===== src/rtl/pl_bus_pkg.sv =====
// ---------------------------------------------------------------------------
// pl_bus_pkg
// Shared definitions for the SPI transmit-buffer arbiter:
//   - state_e    : arbiter FSM state encoding
//   - word_w()   : width of one buffer word (data byte plus end-of-frame bit)
//   - marker_bit(): bit index of the end-of-frame marker inside a buffer word
// ---------------------------------------------------------------------------
package pl_bus_pkg;

    typedef enum logic [2:0] {
        S_IDLE = 3'd0,
        S_DATA = 3'd1,
        S_TXD  = 3'd2,
        S_WAIT = 3'd3,
        S_CMPT = 3'd4
    } state_e;

    // A buffer word carries the byte in its low bits and the marker on top.
    function automatic int word_w(input int data_w);
        return data_w + 1;
    endfunction

    function automatic int marker_bit(input int data_w);
        return data_w;
    endfunction

endpackage


===== src/rtl/pl_bus_tx_txd_arb_if.sv =====
// ---------------------------------------------------------------------------
// pl_bus_tx_txd_arb_if
// Handshake between the buffer arbiter and the SPI byte transmitter.
//   spit_idle  : transmitter has nothing in flight (driven by transmitter)
//   spit_dreq  : transmitter accepted the offered byte (driven by transmitter)
//   spit_valid : a byte is offered (driven by arbiter)
//   spit_data  : the offered byte (driven by arbiter)
//   spit_ch    : channel currently granted (driven by arbiter)
// Modports: master = arbiter side, slave = transmitter side.
// ---------------------------------------------------------------------------
interface pl_bus_tx_txd_arb_if #(
    parameter int DATA_W = 8,
    parameter int CH_NUM = 4
);
    localparam int CH_W = $clog2(CH_NUM);

    logic              spit_idle;
    logic              spit_dreq;
    logic              spit_valid;
    logic [DATA_W-1:0] spit_data;
    logic [CH_W-1:0]   spit_ch;

    modport master (
        input  spit_idle,
        input  spit_dreq,
        output spit_valid,
        output spit_data,
        output spit_ch
    );

    modport slave (
        output spit_idle,
        output spit_dreq,
        input  spit_valid,
        input  spit_data,
        input  spit_ch
    );

endinterface


===== src/rtl/pl_bus_rr_arb.sv =====
// ---------------------------------------------------------------------------
// pl_bus_rr_arb
// Combinational round-robin search: returns the first requesting channel at
// or after ptr, wrapping modulo CH_NUM.
//   req         : request vector, one bit per channel
//   ptr         : channel with highest priority this round (must be < CH_NUM)
//   grant       : index of the selected channel
//   grant_valid : at least one request was present
// ---------------------------------------------------------------------------
module pl_bus_rr_arb #(
    parameter int CH_NUM = 4,
    parameter int CH_W   = $clog2(CH_NUM)
) (
    input  logic [CH_NUM-1:0] req,
    input  logic [CH_W-1:0]   ptr,
    output logic [CH_W-1:0]   grant,
    output logic              grant_valid
);
    // Rotate the request vector so that bit 0 corresponds to channel ptr;
    // the lowest set bit of the rotated vector is then the winner's offset.
    logic [2*CH_NUM-1:0] req_dbl;
    logic [2*CH_NUM-1:0] req_shift;
    logic [CH_NUM-1:0]   req_rot;
    logic [CH_W-1:0]     offset;
    logic [CH_W:0]       sum;

    assign req_dbl   = {req, req};
    assign req_shift = req_dbl >> ptr;
    assign req_rot   = req_shift[CH_NUM-1:0];

    always_comb begin
        offset      = '0;
        grant_valid = 1'b0;
        // Walk downward so the lowest offset is the last one written.
        for (int i = CH_NUM - 1; i >= 0; i--) begin
            if (req_rot[i]) begin
                offset      = CH_W'(i);
                grant_valid = 1'b1;
            end
        end
    end

    always_comb begin
        sum = {1'b0, ptr} + {1'b0, offset};
        if (sum >= (CH_W+1)'(CH_NUM)) begin
            grant = CH_W'(sum - (CH_W+1)'(CH_NUM));
        end else begin
            grant = CH_W'(sum);
        end
    end

endmodule


===== src/rtl/pl_bus_tx_txd_arb.sv =====
// ---------------------------------------------------------------------------
// pl_bus_tx_txd_arb
// Arbitrates CH_NUM per-channel transmit buffers onto a single SPI byte
// transmitter. A granted channel is drained word by word until its buffer is
// empty, its head word carries the end-of-frame marker, or MAX_LEN words were
// sent (abort). Completion is reported per channel and held until the
// requester drops its txd_en level.
//
// Ports
//   clk        : clock, rising edge
//   rst        : synchronous reset, active low
//   txd_en     : per-channel transmit request level
//   txd_cmpt   : per-channel frame done, held until txd_en drops
//   txd_err    : per-channel MAX_LEN abort flag, valid with txd_cmpt
//   txb_req    : per-channel one-cycle buffer pop strobe
//   txb_data   : per-channel buffer head words, channel k at [k*W +: W]
//   txb_empty  : per-channel buffer empty
//   spit       : SPI transmitter handshake (master side)
//   txd_len    : data words sent in the current or last frame
// ---------------------------------------------------------------------------
module pl_bus_tx_txd_arb
    import pl_bus_pkg::*;
#(
    parameter int DATA_W  = 8,
    parameter int CH_NUM  = 4,
    parameter int LEN_W   = 12,
    // Must not exceed 2**LEN_W - 1 so txd_len can hold it without wrapping.
    parameter int MAX_LEN = 2048
) (
    input  logic                          clk,
    input  logic                          rst,
    input  logic [CH_NUM-1:0]             txd_en,
    output logic [CH_NUM-1:0]             txd_cmpt,
    output logic [CH_NUM-1:0]             txd_err,
    output logic [CH_NUM-1:0]             txb_req,
    input  logic [CH_NUM*(DATA_W+1)-1:0]  txb_data,
    input  logic [CH_NUM-1:0]             txb_empty,
    pl_bus_tx_txd_arb_if.master           spit,
    output logic [LEN_W-1:0]              txd_len
);
    localparam int WORD_W = word_w(DATA_W);
    localparam int MK     = marker_bit(DATA_W);
    localparam int CH_W   = $clog2(CH_NUM);

    state_e              state_q, state_d;
    logic [CH_W-1:0]     rr_ptr_q, rr_ptr_d;
    logic [CH_W-1:0]     grant_q, grant_d;
    logic [LEN_W-1:0]    len_q, len_d;
    logic                abort_q, abort_d;
    logic [CH_NUM-1:0]   cmpt_q, cmpt_d;
    logic [CH_NUM-1:0]   err_q, err_d;
    logic [CH_NUM-1:0]   req_q, req_d;
    logic                valid_q, valid_d;
    logic [DATA_W-1:0]   data_q, data_d;

    // Unpack the flat head-word bus into one word per channel.
    logic [WORD_W-1:0]   head_words [CH_NUM];

    for (genvar gi = 0; gi < CH_NUM; gi++) begin : g_unpack
        assign head_words[gi] = txb_data[gi*WORD_W +: WORD_W];
    end

    logic [WORD_W-1:0]   head_g;
    logic                en_g;
    logic                empty_g;
    logic [CH_W-1:0]     next_ptr;

    assign head_g   = head_words[grant_q];
    assign en_g     = txd_en[grant_q];
    assign empty_g  = txb_empty[grant_q];
    assign next_ptr = (grant_q == CH_W'(CH_NUM - 1)) ? '0 : grant_q + CH_W'(1);

    // A channel still showing completion is not eligible until it drops txd_en.
    logic [CH_W-1:0]     arb_grant;
    logic                arb_valid;

    pl_bus_rr_arb #(
        .CH_NUM (CH_NUM),
        .CH_W   (CH_W)
    ) u_rr_arb (
        .req         (txd_en & ~cmpt_q),
        .ptr         (rr_ptr_q),
        .grant       (arb_grant),
        .grant_valid (arb_valid)
    );

    always_comb begin
        state_d  = state_q;
        rr_ptr_d = rr_ptr_q;
        grant_d  = grant_q;
        len_d    = len_q;
        abort_d  = abort_q;
        cmpt_d   = cmpt_q;
        err_d    = err_q;
        req_d    = '0;
        valid_d  = valid_q;
        data_d   = data_q;

        case (state_q)
            S_IDLE: begin
                if (arb_valid) begin
                    grant_d = arb_grant;
                    len_d   = '0;
                    abort_d = 1'b0;
                    state_d = S_DATA;
                end
            end

            S_DATA: begin
                if (!en_g) begin
                    // Requester withdrew: drop the frame silently, skip it next round.
                    valid_d  = 1'b0;
                    abort_d  = 1'b0;
                    rr_ptr_d = next_ptr;
                    state_d  = S_IDLE;
                end else if (empty_g || head_g[MK]) begin
                    // End of frame; the marker word stays in the buffer.
                    state_d = S_WAIT;
                end else if (len_q == LEN_W'(MAX_LEN)) begin
                    abort_d = 1'b1;
                    state_d = S_WAIT;
                end else begin
                    req_d[grant_q] = 1'b1;
                    valid_d        = 1'b1;
                    data_d         = head_g[DATA_W-1:0];
                    len_d          = len_q + LEN_W'(1);
                    state_d        = S_TXD;
                end
            end

            S_TXD: begin
                if (!en_g) begin
                    valid_d  = 1'b0;
                    abort_d  = 1'b0;
                    rr_ptr_d = next_ptr;
                    state_d  = S_IDLE;
                end else if (spit.spit_dreq) begin
                    valid_d = 1'b0;
                    state_d = S_DATA;
                end
            end

            S_WAIT: begin
                if (!en_g) begin
                    valid_d  = 1'b0;
                    abort_d  = 1'b0;
                    rr_ptr_d = next_ptr;
                    state_d  = S_IDLE;
                end else if (spit.spit_idle) begin
                    // Report only once the last byte has actually left the wire.
                    cmpt_d[grant_q] = 1'b1;
                    err_d[grant_q]  = abort_q;
                    state_d         = S_CMPT;
                end
            end

            S_CMPT: begin
                if (!en_g) begin
                    cmpt_d   = '0;
                    err_d    = '0;
                    rr_ptr_d = next_ptr;
                    state_d  = S_IDLE;
                end
            end

            default: begin
                state_d = S_IDLE;
            end
        endcase
    end

    always_ff @(posedge clk) begin
        if (!rst) begin
            state_q  <= S_IDLE;
            rr_ptr_q <= '0;
            grant_q  <= '0;
            len_q    <= '0;
            abort_q  <= 1'b0;
            cmpt_q   <= '0;
            err_q    <= '0;
            req_q    <= '0;
            valid_q  <= 1'b0;
            data_q   <= '0;
        end else begin
            state_q  <= state_d;
            rr_ptr_q <= rr_ptr_d;
            grant_q  <= grant_d;
            len_q    <= len_d;
            abort_q  <= abort_d;
            cmpt_q   <= cmpt_d;
            err_q    <= err_d;
            req_q    <= req_d;
            valid_q  <= valid_d;
            data_q   <= data_d;
        end
    end

    assign txd_cmpt        = cmpt_q;
    assign txd_err         = err_q;
    assign txb_req         = req_q;
    assign txd_len         = len_q;
    assign spit.spit_valid = valid_q;
    assign spit.spit_data  = data_q;
    assign spit.spit_ch    = grant_q;

endmodule


===== src/flat_wrapper.sv =====
// flat-port wrapper written by rule: the top's interface ports become plain ports
module pl_bus_tx_txd_arb_flat import pl_bus_pkg::*;
#(
    parameter int DATA_W  = 8,
    parameter int CH_NUM  = 4,
    parameter int LEN_W   = 12,
                                                                            
    parameter int MAX_LEN = 2048
)
  (clk, rst, txd_en, txd_cmpt, txd_err, txb_req, txb_data, txb_empty, txd_len, spit_spit_idle, spit_spit_dreq, spit_spit_valid, spit_spit_data, spit_spit_ch);
  pl_bus_tx_txd_arb_if #(.DATA_W(DATA_W), .CH_NUM(CH_NUM)) spit_i ();
  input  logic clk;
  input  logic rst;
  input  logic [CH_NUM-1:0] txd_en;
  output logic [CH_NUM-1:0] txd_cmpt;
  output logic [CH_NUM-1:0] txd_err;
  output logic [CH_NUM-1:0] txb_req;
  input  logic [CH_NUM*(DATA_W+1)-1:0] txb_data;
  input  logic [CH_NUM-1:0] txb_empty;
  output logic [LEN_W-1:0] txd_len;
  input wire logic [$bits(spit_i.spit_idle)-1:0] spit_spit_idle;
  input wire logic [$bits(spit_i.spit_dreq)-1:0] spit_spit_dreq;
  output wire logic [$bits(spit_i.spit_valid)-1:0] spit_spit_valid;
  output wire logic [$bits(spit_i.spit_data)-1:0] spit_spit_data;
  output wire logic [$bits(spit_i.spit_ch)-1:0] spit_spit_ch;
  assign spit_i.spit_idle = spit_spit_idle;
  assign spit_i.spit_dreq = spit_spit_dreq;
  assign spit_spit_valid = spit_i.spit_valid;
  assign spit_spit_data = spit_i.spit_data;
  assign spit_spit_ch = spit_i.spit_ch;
  pl_bus_tx_txd_arb #(.DATA_W(DATA_W), .CH_NUM(CH_NUM), .LEN_W(LEN_W), .MAX_LEN(MAX_LEN)) u_core (.clk(clk), .rst(rst), .txd_en(txd_en), .txd_cmpt(txd_cmpt), .txd_err(txd_err), .txb_req(txb_req), .txb_data(txb_data), .txb_empty(txb_empty), .spit(spit_i), .txd_len(txd_len));
endmodule

===== config.mk =====
export PLATFORM = sky130hd
export DESIGN_NAME = pl_bus_tx_txd_arb_flat
export DESIGN_NICKNAME = d
export VERILOG_FILES = /design/src/rtl/pl_bus_pkg.sv /design/src/rtl/pl_bus_tx_txd_arb_if.sv /design/src/rtl/pl_bus_rr_arb.sv /design/src/rtl/pl_bus_tx_txd_arb.sv /design/src/flat_wrapper.sv
export SDC_FILE = /design/constraint.sdc
export NUM_CORES = 1
export LEC_CHECK = 0
export ABC_CLOCK_PERIOD_IN_PS = 1900
export CORE_MARGIN = 1
export CORE_UTILIZATION = 35
export DETAILED_ROUTE_END_ITERATION = 8
export PLACE_DENSITY = 0.67
export SETUP_SLACK_MARGIN = 0.4
export SLEW_MARGIN = 20
export SYNTH_ARGS = -nofsm -noshare
export SYNTH_HDL_FRONTEND = slang
export SYNTH_SLANG_ARGS = --single-unit

===== constraint.sdc =====
create_clock -name clk -period 1.9 [get_ports clk]
set_clock_uncertainty 0.2 [all_clocks]
set_input_delay 0.38 -clock clk [delete_from_list [all_inputs] [get_ports clk]]
set_output_delay 0.38 -clock clk [all_outputs]
set_load 0.02 [all_outputs]

==> impl_metrics.yaml, run 1 <==
critical_path:
  crit_fanout: 7
  cp.arrival_ps: 2080
  worst_setup_path_end_kind: "register"
  crit_required_ps: 1940
  start_kind: "register"
  cp_slowest_stage_delay_ps: 500
  critPathKind: "register to register"
  crit_chain: "buf_4, mux4_2, a21boi_2, buf_6, or4_1, a21oi_1"
  cp_slowest_cell: "or4_1"
timing:
  finalCritPeriodShare_pct: 107
  period_minus_slack_ps: 2040
  tns_ps: -2270
  setup_viol: 37
  grt_setup_unrepaired: "yes"
  slew_headroom_pct: 66.2
  report.final.slew_viol_count: 0
  hold_slack_ps: 268
  worst_pin_slew_ps: 502
  fin_ws_ps: -142
  hold_viol_final: 0
  timing.fmax_mhz: 490
finish:
  final_cell_area_um2: 4290
  final_common_cell: "buf_4"
  area_growth_pct: 76.6
  fillerInstances: 521
  diodes: 0
  final_cell_mix: "buf_4, clkdlybuf4s50_1, buf_6"
  fin_nets: 456
  post-route-util_pct: 65.6
  layout-drive-gt1-share_pct: 48.5
synthesis:
  syn_avg_cell_area_um2: 9.48
  synth_fp_nets: 311
  synth_edf_count: 0
  synth.distinct_cells: 58
  syn_area_um2: 2430
  synth-seq-cells: 41
  synth_area_leaders: "dfxtp_1, mux4_2, mux2i_1, nor2b_1, ha_1"
  yosysSeqAreaShare_pct: 33.8
  synth_top_cell_by_area: "dfxtp_1"
  ys_async_sr_fraction_pct: 0
  netlist_instances: 256
  yosysTopAreaCellShare_pct: 33.8
  synth_ff_type: "dfxtp_1"
  synth_warnings: 0
clocking:
  clk_pin_slew_ps: 80
  clock-sinks: 41
  cts_tree: "yes"
  h-tree-depth: 2
  cts-root-buf: "clkbuf_8"
  clk_path_buf_depth: 2
  holdBufCountCts: 0
  worstSkewPairLatency_ps: 300
  cts-buffers-inserted: 5
power_and_ir_drop:
  p_leak_nw: 1.68
  ir_worst_vdd_uv: 458
  powerDensity_nw_per_um2: 790
route:
  drc: 0
  drt_wl_total_mm: 7.44
  ant_nets: 0
  routed_via_density: 5.39
  vias: 2581
  wl_per_cell_um: 15.5
  first_pass_iters: 4
  drt_iter0_drc: 153
outcome:
  violations: "negative setup slack"
  status: "complete, but fails checks"
floorplanning:
  core_um2: 6530
  rows: 29
  die_area_um2: 7270
  initial_utilization_pct: 37.2
  die_x_um: 85.3
  io_pins: 83
  die_y_um: 85.3
global_route:
  grt-ovfl-total: 0
  antenna_found_initial: 0
  busiest_layer: "met2"
  grt_pass1_vias: 2563
  grt_usage_pct: 21.2
  grt_max_degree: 17
  grt_pass1_wl_mm: 12.2
  grt_use_met3_pct: 3.70
  grtUsageMet1_pct: 27.8
  grt.met2_usage_pct: 35.0
place:
  gp_congestion: 0.820
  place_worst_setup_slack_ps: -612
  dpl_cell_area_um2: 3790
  io_buffers: 82
  dp.final_hpwl_mm: 5.39
job:
  cap_violations: 0
hold_path:
  hold_path_class: "register to register"
## metrics by stage
stage          instances  total power, mW
2_1_floorplan        256             1.79
3_3_place_gp         457             2.29
3_5_place_dp         457             2.31
4_1_cts              473             3.22
5_1_grt              479             3.57
6_report             479             3.39
## per-layer routing
| metal | share of wire (%) | vias to the layer above |
|---|---|---|
| met5 | 0 | - |
| met4 | 1.2 | 0 |
| met3 | 5.2 | 8 |
| met2 | 49 | 77 |
| met1 | 45 | 1236 |
| li1 | - | 1260 |
## final timing paths
kind	endpoint	startpoint	cells after the start	slack [ps]
worst min-delay path	u_core.txd_err[1]	u_core.txd_err[1]	2	270
worst max-delay path	u_core.txd_len[10]	u_core.spit.spit_ch[1]	6	-140
worst min register to register	u_core.txd_err[1]	u_core.txd_err[1]	2	270
worst max register to register	u_core.txd_len[10]	u_core.spit.spit_ch[1]	6	-140
## final cells by class
| cell class | instances | area (µm²) | area share (%) |
|---|---|---|---|
| clock inverter | 2 | 35.0 | 0.817 |
| multi-input combinational | 195 | 1820 | 42.6 |
| clock buffer | 6 | 72.6 | 1.69 |
| inverter | 6 | 22.5 | 0.525 |
| tap | 77 | 96.3 | 2.25 |
| timing repair buffer | 152 | 1380 | 32.2 |
| sequential | 41 | 855 | 19.9 |
## timing repair
item | in CTS | in global routing
setup endpoints to repair | 76 | 61
resized for setup | 192 | 62
pin swaps | 18 | 15
setup buffers | 6 | 6
cloned | 2 | 0
## cells in the mapped netlist (5+ instances only)
cell / count
and3_1: 5
clkbuf_1: 6
nor2b_1: 17
nor3_1: 5
nor2_1: 14
o31ai_1: 5
or4_1: 5
nand2b_1: 8
nand2_1: 21
ha_1: 7
inv_1: 6
nand3_1: 10
mux2i_1: 16
dfxtp_1: 41
a21oi_1: 14
mux4_2: 9
## sequential cells by signal, summed over array words and instances, names as in the netlist
register	cells
u_core.txd_len	12
u_core.txb_req	4
u_core.spit.spit_data	8
u_core.txd_err	4
u_core.txd_cmpt	4
u_core.spit.spit_valid	1
u_core.state_q	3
u_core.abort_q	1
u_core.rr_ptr_q	2
u_core.spit.spit_ch	2
## cell families (layout without fill, tap and decap cells)
kind of cell,count (synthesis),count (layout),share of synthesized area (%)
flops,41,41,33.8
xor+xnor,3,3,1.08
fa+ha+maj,7,7,3.61
mux,25,25,14.9
compound gates,48,48,14.2
simple gates,112,112,28.1
buf+inv,20,166,4.23
## where the power goes
group          leakage, nW  switching [mW]  internal [mW]
sequential           0.342           0.110          0.924
clock               0.0552           0.325          0.390
combinational         1.29           0.718          0.919
## worst max-delay path: cells and delay by family, from the launching register on
family	cells	cell delay [ps]
AOI/OAI and AO/OA	2	240
buffers and inverters	2	290
muxes	1	360
DFF	1	390
and+or+nand+nor	1	500
No activity file was read; power rests on OpenSTA's default activity.
==> inputs of run 2 (changes only) <==
- CTS_CLUSTER_SIZE: default -> 40
==> results of run 2 <==
No change in the layout: final DEF, timing and power equal those of run 1.
==> inputs of run 3 (changes only) <==
- SLEW_MARGIN: 20 -> default
==> results of run 3 <==
No change in the layout: final DEF, timing and power equal those of run 1.
